## config.mk

```make
export PLATFORM = sky130hd
export DESIGN_NAME = hazard_fwd_unit
export DESIGN_NICKNAME = d
export VERILOG_FILES = /design/src/rtl/hazard_fwd_unit.sv
export SDC_FILE = /design/constraint.sdc
export NUM_CORES = 1
export LEC_CHECK = 0
export CAP_MARGIN = 10
export CORE_MARGIN = 1
export CORE_UTILIZATION = 40
export CTS_BUF_LIST = sky130_fd_sc_hd__clkbuf_8
export DETAILED_ROUTE_END_ITERATION = 10
export PLACE_DENSITY = 0.87
export SYNTH_ARGS = -nofsm -noshare
export SYNTH_HDL_FRONTEND = slang
export SYNTH_SLANG_ARGS = --single-unit
```

## constraint.sdc

```tcl
create_clock -name clkHI -period 3.1 [get_ports clkHI]
set_clock_uncertainty 0.15 [all_clocks]
set_input_delay 0.62 -clock clkHI [delete_from_list [all_inputs] [get_ports clkHI]]
set_output_delay 0.62 -clock clkHI [all_outputs]
set_load 0.01 [all_outputs]
```

## src/rtl/hazard_fwd_unit.sv

```systemverilog
// Hazard detection and operand-forwarding control for the 5-stage clkHI pipeline.
// Optional performance counters are built when HAZ_PERF_CNT_EN is defined.
module hazard_fwd_unit #(
  parameter int AW        = 5,
  parameter bit WB_BYPASS = 1'b1,
  parameter int CNT_W     = 16
) (
  input  logic             clkHI,
  input  logic             rst,
  input  logic             id_valid,
  input  logic [AW-1:0]    id_rs,
  input  logic [AW-1:0]    id_rt,
  input  logic             id_rs_used,
  input  logic             id_rt_used,
  input  logic [AW-1:0]    id_dst,
  input  logic             id_regwr,
  input  logic             id_memrd,
  input  logic             pcsrc,
  output logic             stall,
  output logic             bubble,
  output logic             flush,
  output logic [2:0]       fwd_sel_a,
  output logic [2:0]       fwd_sel_b,
  input  logic [31:0]      wb_wd_in,
  output logic [31:0]      wb_hold,
  output logic [CNT_W-1:0] stall_cnt,
  output logic [CNT_W-1:0] flush_cnt
);

  // Shadow copies of the destination info for the instructions in EX, MEM and WB.
  logic          e_v_q, e_wr_q, e_ld_q;
  logic [AW-1:0] e_dst_q;
  logic          m_v_q, m_wr_q;
  logic [AW-1:0] m_dst_q;
  logic          w_v_q, w_wr_q;
  logic [AW-1:0] w_dst_q;

  logic [2:0]    sel_a_q, sel_b_q;
  logic [2:0]    sel_a_d, sel_b_d;
  logic [31:0]   wb_hold_q;

  logic rs_e, rs_m, rs_w;
  logic rt_e, rt_m, rt_w;
  logic load_use;

  function automatic logic hit(input logic used, input logic v, input logic wr,
                               input logic [AW-1:0] dst, input logic [AW-1:0] src);
    return used & v & wr & (dst == src) & (src != '0);
  endfunction

  always_comb begin
    rs_e = hit(id_rs_used, e_v_q, e_wr_q, e_dst_q, id_rs);
    rs_m = hit(id_rs_used, m_v_q, m_wr_q, m_dst_q, id_rs);
    rs_w = hit(id_rs_used, w_v_q, w_wr_q, w_dst_q, id_rs);
    rt_e = hit(id_rt_used, e_v_q, e_wr_q, e_dst_q, id_rt);
    rt_m = hit(id_rt_used, m_v_q, m_wr_q, m_dst_q, id_rt);
    rt_w = hit(id_rt_used, w_v_q, w_wr_q, w_dst_q, id_rt);

    load_use = id_valid & e_ld_q & (rs_e | rt_e);

    // Reset beats a taken branch, and a taken branch beats a load-use stall.
    flush  = pcsrc & ~rst;
    stall  = load_use & ~pcsrc & ~rst;
    bubble = stall;

    sel_a_d = 3'd0;
    if (rs_e)                   sel_a_d = 3'd1;
    else if (rs_m)              sel_a_d = 3'd2;
    else if (rs_w && WB_BYPASS) sel_a_d = 3'd3;

    sel_b_d = 3'd0;
    if (rt_e)                   sel_b_d = 3'd1;
    else if (rt_m)              sel_b_d = 3'd2;
    else if (rt_w && WB_BYPASS) sel_b_d = 3'd3;
  end

  always_ff @(posedge clkHI) begin
    if (rst) begin
      e_v_q     <= 1'b0;
      e_wr_q    <= 1'b0;
      e_ld_q    <= 1'b0;
      e_dst_q   <= '0;
      m_v_q     <= 1'b0;
      m_wr_q    <= 1'b0;
      m_dst_q   <= '0;
      w_v_q     <= 1'b0;
      w_wr_q    <= 1'b0;
      w_dst_q   <= '0;
      sel_a_q   <= 3'd0;
      sel_b_q   <= 3'd0;
      wb_hold_q <= '0;
    end else begin
      wb_hold_q <= wb_wd_in;
      // The branch in MEM still retires, so WB always takes the MEM entry.
      w_v_q     <= m_v_q;
      w_wr_q    <= m_wr_q;
      w_dst_q   <= m_dst_q;
      if (flush) begin
        e_v_q   <= 1'b0;
        m_v_q   <= 1'b0;
        sel_a_q <= 3'd0;
        sel_b_q <= 3'd0;
      end else begin
        m_v_q   <= e_v_q;
        m_wr_q  <= e_wr_q;
        m_dst_q <= e_dst_q;
        e_v_q   <= id_valid & ~bubble;
        e_wr_q  <= id_regwr;
        e_ld_q  <= id_memrd;
        e_dst_q <= id_dst;
        sel_a_q <= bubble ? 3'd0 : sel_a_d;
        sel_b_q <= bubble ? 3'd0 : sel_b_d;
      end
    end
  end

  assign fwd_sel_a = sel_a_q;
  assign fwd_sel_b = sel_b_q;
  assign wb_hold   = wb_hold_q;

`ifdef HAZ_PERF_CNT_EN
  logic [CNT_W-1:0] stall_cnt_q, flush_cnt_q;
  localparam logic [CNT_W-1:0] CNT_ONE = {{(CNT_W-1){1'b0}}, 1'b1};

  // Saturating event counters, cleared only by reset.
  always_ff @(posedge clkHI) begin
    if (rst) begin
      stall_cnt_q <= '0;
      flush_cnt_q <= '0;
    end else begin
      if (stall && (stall_cnt_q != '1)) stall_cnt_q <= stall_cnt_q + CNT_ONE;
      if (flush && (flush_cnt_q != '1)) flush_cnt_q <= flush_cnt_q + CNT_ONE;
    end
  end

  assign stall_cnt = stall_cnt_q;
  assign flush_cnt = flush_cnt_q;
`else
  assign stall_cnt = '0;
  assign flush_cnt = '0;
`endif

endmodule

```

==> summary.md <==
| Metric | Value |
|---|---|
| Met2 usage | 0.2922 |
| Final WL | ~5300 um |
| Reg2Reg Capture Point | fwd_sel_b[0] |
| Port bufs | 93 |
| Hold Path End | w_v_q |
| GR peak layer | met2 |
| Leading area contributor after synthesis | dfxtp_1 |
| Placed inst area | 3363 sq um |
| First-pass DRT Iterations | 4 |
| Switching Power | roughly 400 uW |
| Clk root buf | clkbuf_8 |
| Min Clock Period, post-route | approximately 3 ns |
| Cell Count, Final, Fillers Out | roughly 430 |
| Worst vdd ir | roughly 330 uV |
| Core Rows | 27 |
| All-Layer GR Usage | 0.1760 |
| # DRC | 0 |
| Netlist cell types | 24 |
| Die ar. | roughly 6300 sq um |
| Crit path buf inv count | 2 |
| Drt first-iter violations | 45 |
| Final worst-path cycle share | 0.9683 |
| Routed Antenna Nets | 0 |
| Via count | 1899 |
| Initial Util | 0.4234 |
| YS warnings | 0 |
| Crit path arrival time | 2.23 ns |
| Most common cell after layout, fill and taps aside | clkdlybuf4s50_1 |
| Routability congestion estimate | 0.9176 |
| Cell Count Post-Placement | slightly above 400 |
| Seq cells post-synth | slightly below 60 |
| Layout net count | between 400 and 500 |
| Pre-CTS setup slack | -0.3762 ns |
| Max Cap Viol | 0 |
| WL/cell | approximately 12 um |
| Flop pwr share | 0.483 |
| Layout cells sized above 1 | 0.1324 |
| Total gr overflow | 0 |
| P_leak | 0.001453 uW |
| Area Growth Syn to Fin | 50.34% |
| Hold_sp | m_v_q |
| Final WS setup | between 0.09 and 0.1 ns |
| R2r worst-path depth | 6 |
| Switch share | 0.2500 |
| Unrepaired setup endpoints after global routing | false |
| Maximum clock path buffer count | 2 |
| Max Clk Rate | approximately 0.33 GHz |
| I/O pins | roughly 130 |
| R2r setup slk | 1.42 ns |
| Core Box Area | about 5600 sq um |
| Most frequent cells in the layout | 83 x clkdlybuf4s50_1, 58 x dfxtp_1, 41 x nor2b_1 |
| Hold Path Cell Cnt | 1 |
| Origin of the critical flop-to-flop path | e_dst_q[4] |
| Power per cell area | around 460 nW/um^2 |
| Final instance area | around 3600 sq um |
| Clk slew on worst S/H paths | around 0.07 ns |
| Post-DP HPWL | about 3900 um |
| Die width | roughly 80 um |
| Cts bufs inserted | 9 |
| First-pass GRT wire length | slightly above 8000 um |
| Hold Path Class | reg2reg |
| Top cell type's share of synthesized area | 0.4861 |
| # hold bufs at CTS | 0 |
| Slowest cell on crit path | clkdlybuf4s50_1 |
| Critical path peak fanout | 2 |
| Main area contributors after synthesis | dfxtp_1 49%, buf_4 11%, nor2b_1 11%, xnor2_1 9.5%, mux2i_1 5.4% |
| WHS | about 0.33 ns |
| Final Setup Violations | 0 |
| Crit path required time | around 2.3 ns |
| Met1 usage | 0.1898 |
| Critical path launch point type | input port |
| Final Util | 0.6365 |
| H-tree depth | 3 |
| Pins Over Slew Limit | 0 |
| CTS tree | built |
| Crit path cell chain | clkdlybuf4s50_1 -> or4_1 -> o21ai_2 -> nor4_2 -> o21a_1 -> nor2b_1 -> buf_2 |
| Met3 Use GR | 0.04368 |
| Clock power frac | 0.361 |
| Largest net degree at the start of global routing | 48 |
| Gate power share | 0.156 |
| Sequential-to-total area share from yosys stat | 0.4861 |
| Critical Path End Type | primary output |
| Antenna violations before repair | 0 |
| Vias/cell | 4.447 |
| Mean area per synthesized cell | between 10 and 15 sq um |
| Critical path's largest stage delay | roughly 0.42 ns |
| Hold Violations, Final | 0 |
| Antenna cells | 0 |
| Die Span Y | about 80 um |
| Worst-Skew Late Latency | around 0.32 ns |
| CTS sink count | 58 |
| Synth Cell Area | between 2000 and 2500 sq um |
| Status | finished, final reports clean |
| Vias in the first global route | between 1500 and 2000 |
| Pint | approximately 1200 uW |
| Top Family by Delay on Critical Path | simple AND/OR/NAND/NOR gates |
| Post-synthesis cell count | approximately 230 |
| Critical path class | in2out |
[through the flow]
stage	TNS (ns)	power, uW
detailed placement	-0.7514	1062
finish	0	1647
global placement	-0.7259	1057
floorplan	0	946.5
CTS	0	1661
global route	0	1739
[registers in the layout, summed over array words and instances, names as in the netlist, 2 cells and up]
| name | flops |
|---|---|
| fwd_sel_b | 2 |
| e_dst_q | 5 |
| m_dst_q | 5 |
| w_dst_q | 5 |
| fwd_sel_a | 2 |
| wb_hold | 32 |
[power by group through the flow]
stage	logic, uW	clock network, uW	registers, uW
global placement	246	0	811
detailed placement	250	0	812
global route	278	662	798
CTS	255	610	796
floorplan	126	0	821
finish	258	594	796
[what timing repair did]
action / 4_1_cts / 5_1_grt
resized for setup: 16 / 3
buffers inserted: 6 / 0
endpoints found under the hold margin: 0 / 0
pin swaps: 5 / 2
setup endpoints to repair: 2 / 2
[area by class of cell]
| type | count | area, sq um |
|---|---|---|
| multi-input cells | 165 | 1085 |
| repair buffers | 116 | 1084 |
| clock inverters | 6 | 33.78 |
| well taps | 72 | 90.09 |
| clock buffers | 10 | 137.6 |
| flip-flops and latches | 58 | 1161 |
| fillers | 473 | 2051 |
[synth_stat cells]
master / count
and3b_1: 1
nor2b_1: 41
nand4_1: 6
mux2i_1: 13
xor2_1: 4
xnor2_1: 26
conb_1: 1
nand3_1: 2
or3_1: 2
dfxtp_1: 58
nor4b_2: 1
o21ai_2: 2
nor3b_1: 1
buf_4: 35
o2bb2ai_1: 2
nor4_2: 1
a21oi_1: 2
nor2_1: 13
nor3_1: 2
clkbuf_1: 8
nand2_1: 2
nor4_1: 7
o21a_1: 1
or4_1: 2
[kinds of logic after synthesis]
logic type      after synthesis  share of synthesized area
xor+xnor                     30                     0.1100
simple gates                 81                     0.2032
flops                        58                     0.4861
mux                          13                    0.05448
buf+inv                      43                     0.1226
compound gates                7                    0.02201
other cells                   1                   0.001570
[worst max-delay path by stage]
stage,start,to,slack [ns],cells past startpoint
6_report,id_rs[0],bubble,0.1,7
5_1_grt,id_rs[4],bubble,0.009,7
4_1_cts,id_rt[3],bubble,0.02,7
3_5_place_dp,id_rt[1],bubble,-0.38,7
3_3_place_gp,id_rt[1],stall,-0.36,7
2_1_floorplan,id_rt[0],stall,0.36,6
[worst reg2reg max path, stage by stage (launching register included)]
cell,delay (ns)
dfxtp_1,0.41
xnor2_1,0.16
nand4_1,0.13
nor4_2,0.30
o21a_1,0.21
buf_4,0.14
nor4_1,0.05
[routing by layer]
metal | vias to the layer above | share of wire
met5 | - | 0
met4 | 0 | 0.042
met3 | 23 | 0.065
met2 | 98 | 0.50
met1 | 848 | 0.39
li1 | 930 | -
Power figures use the tool's default switching activity.
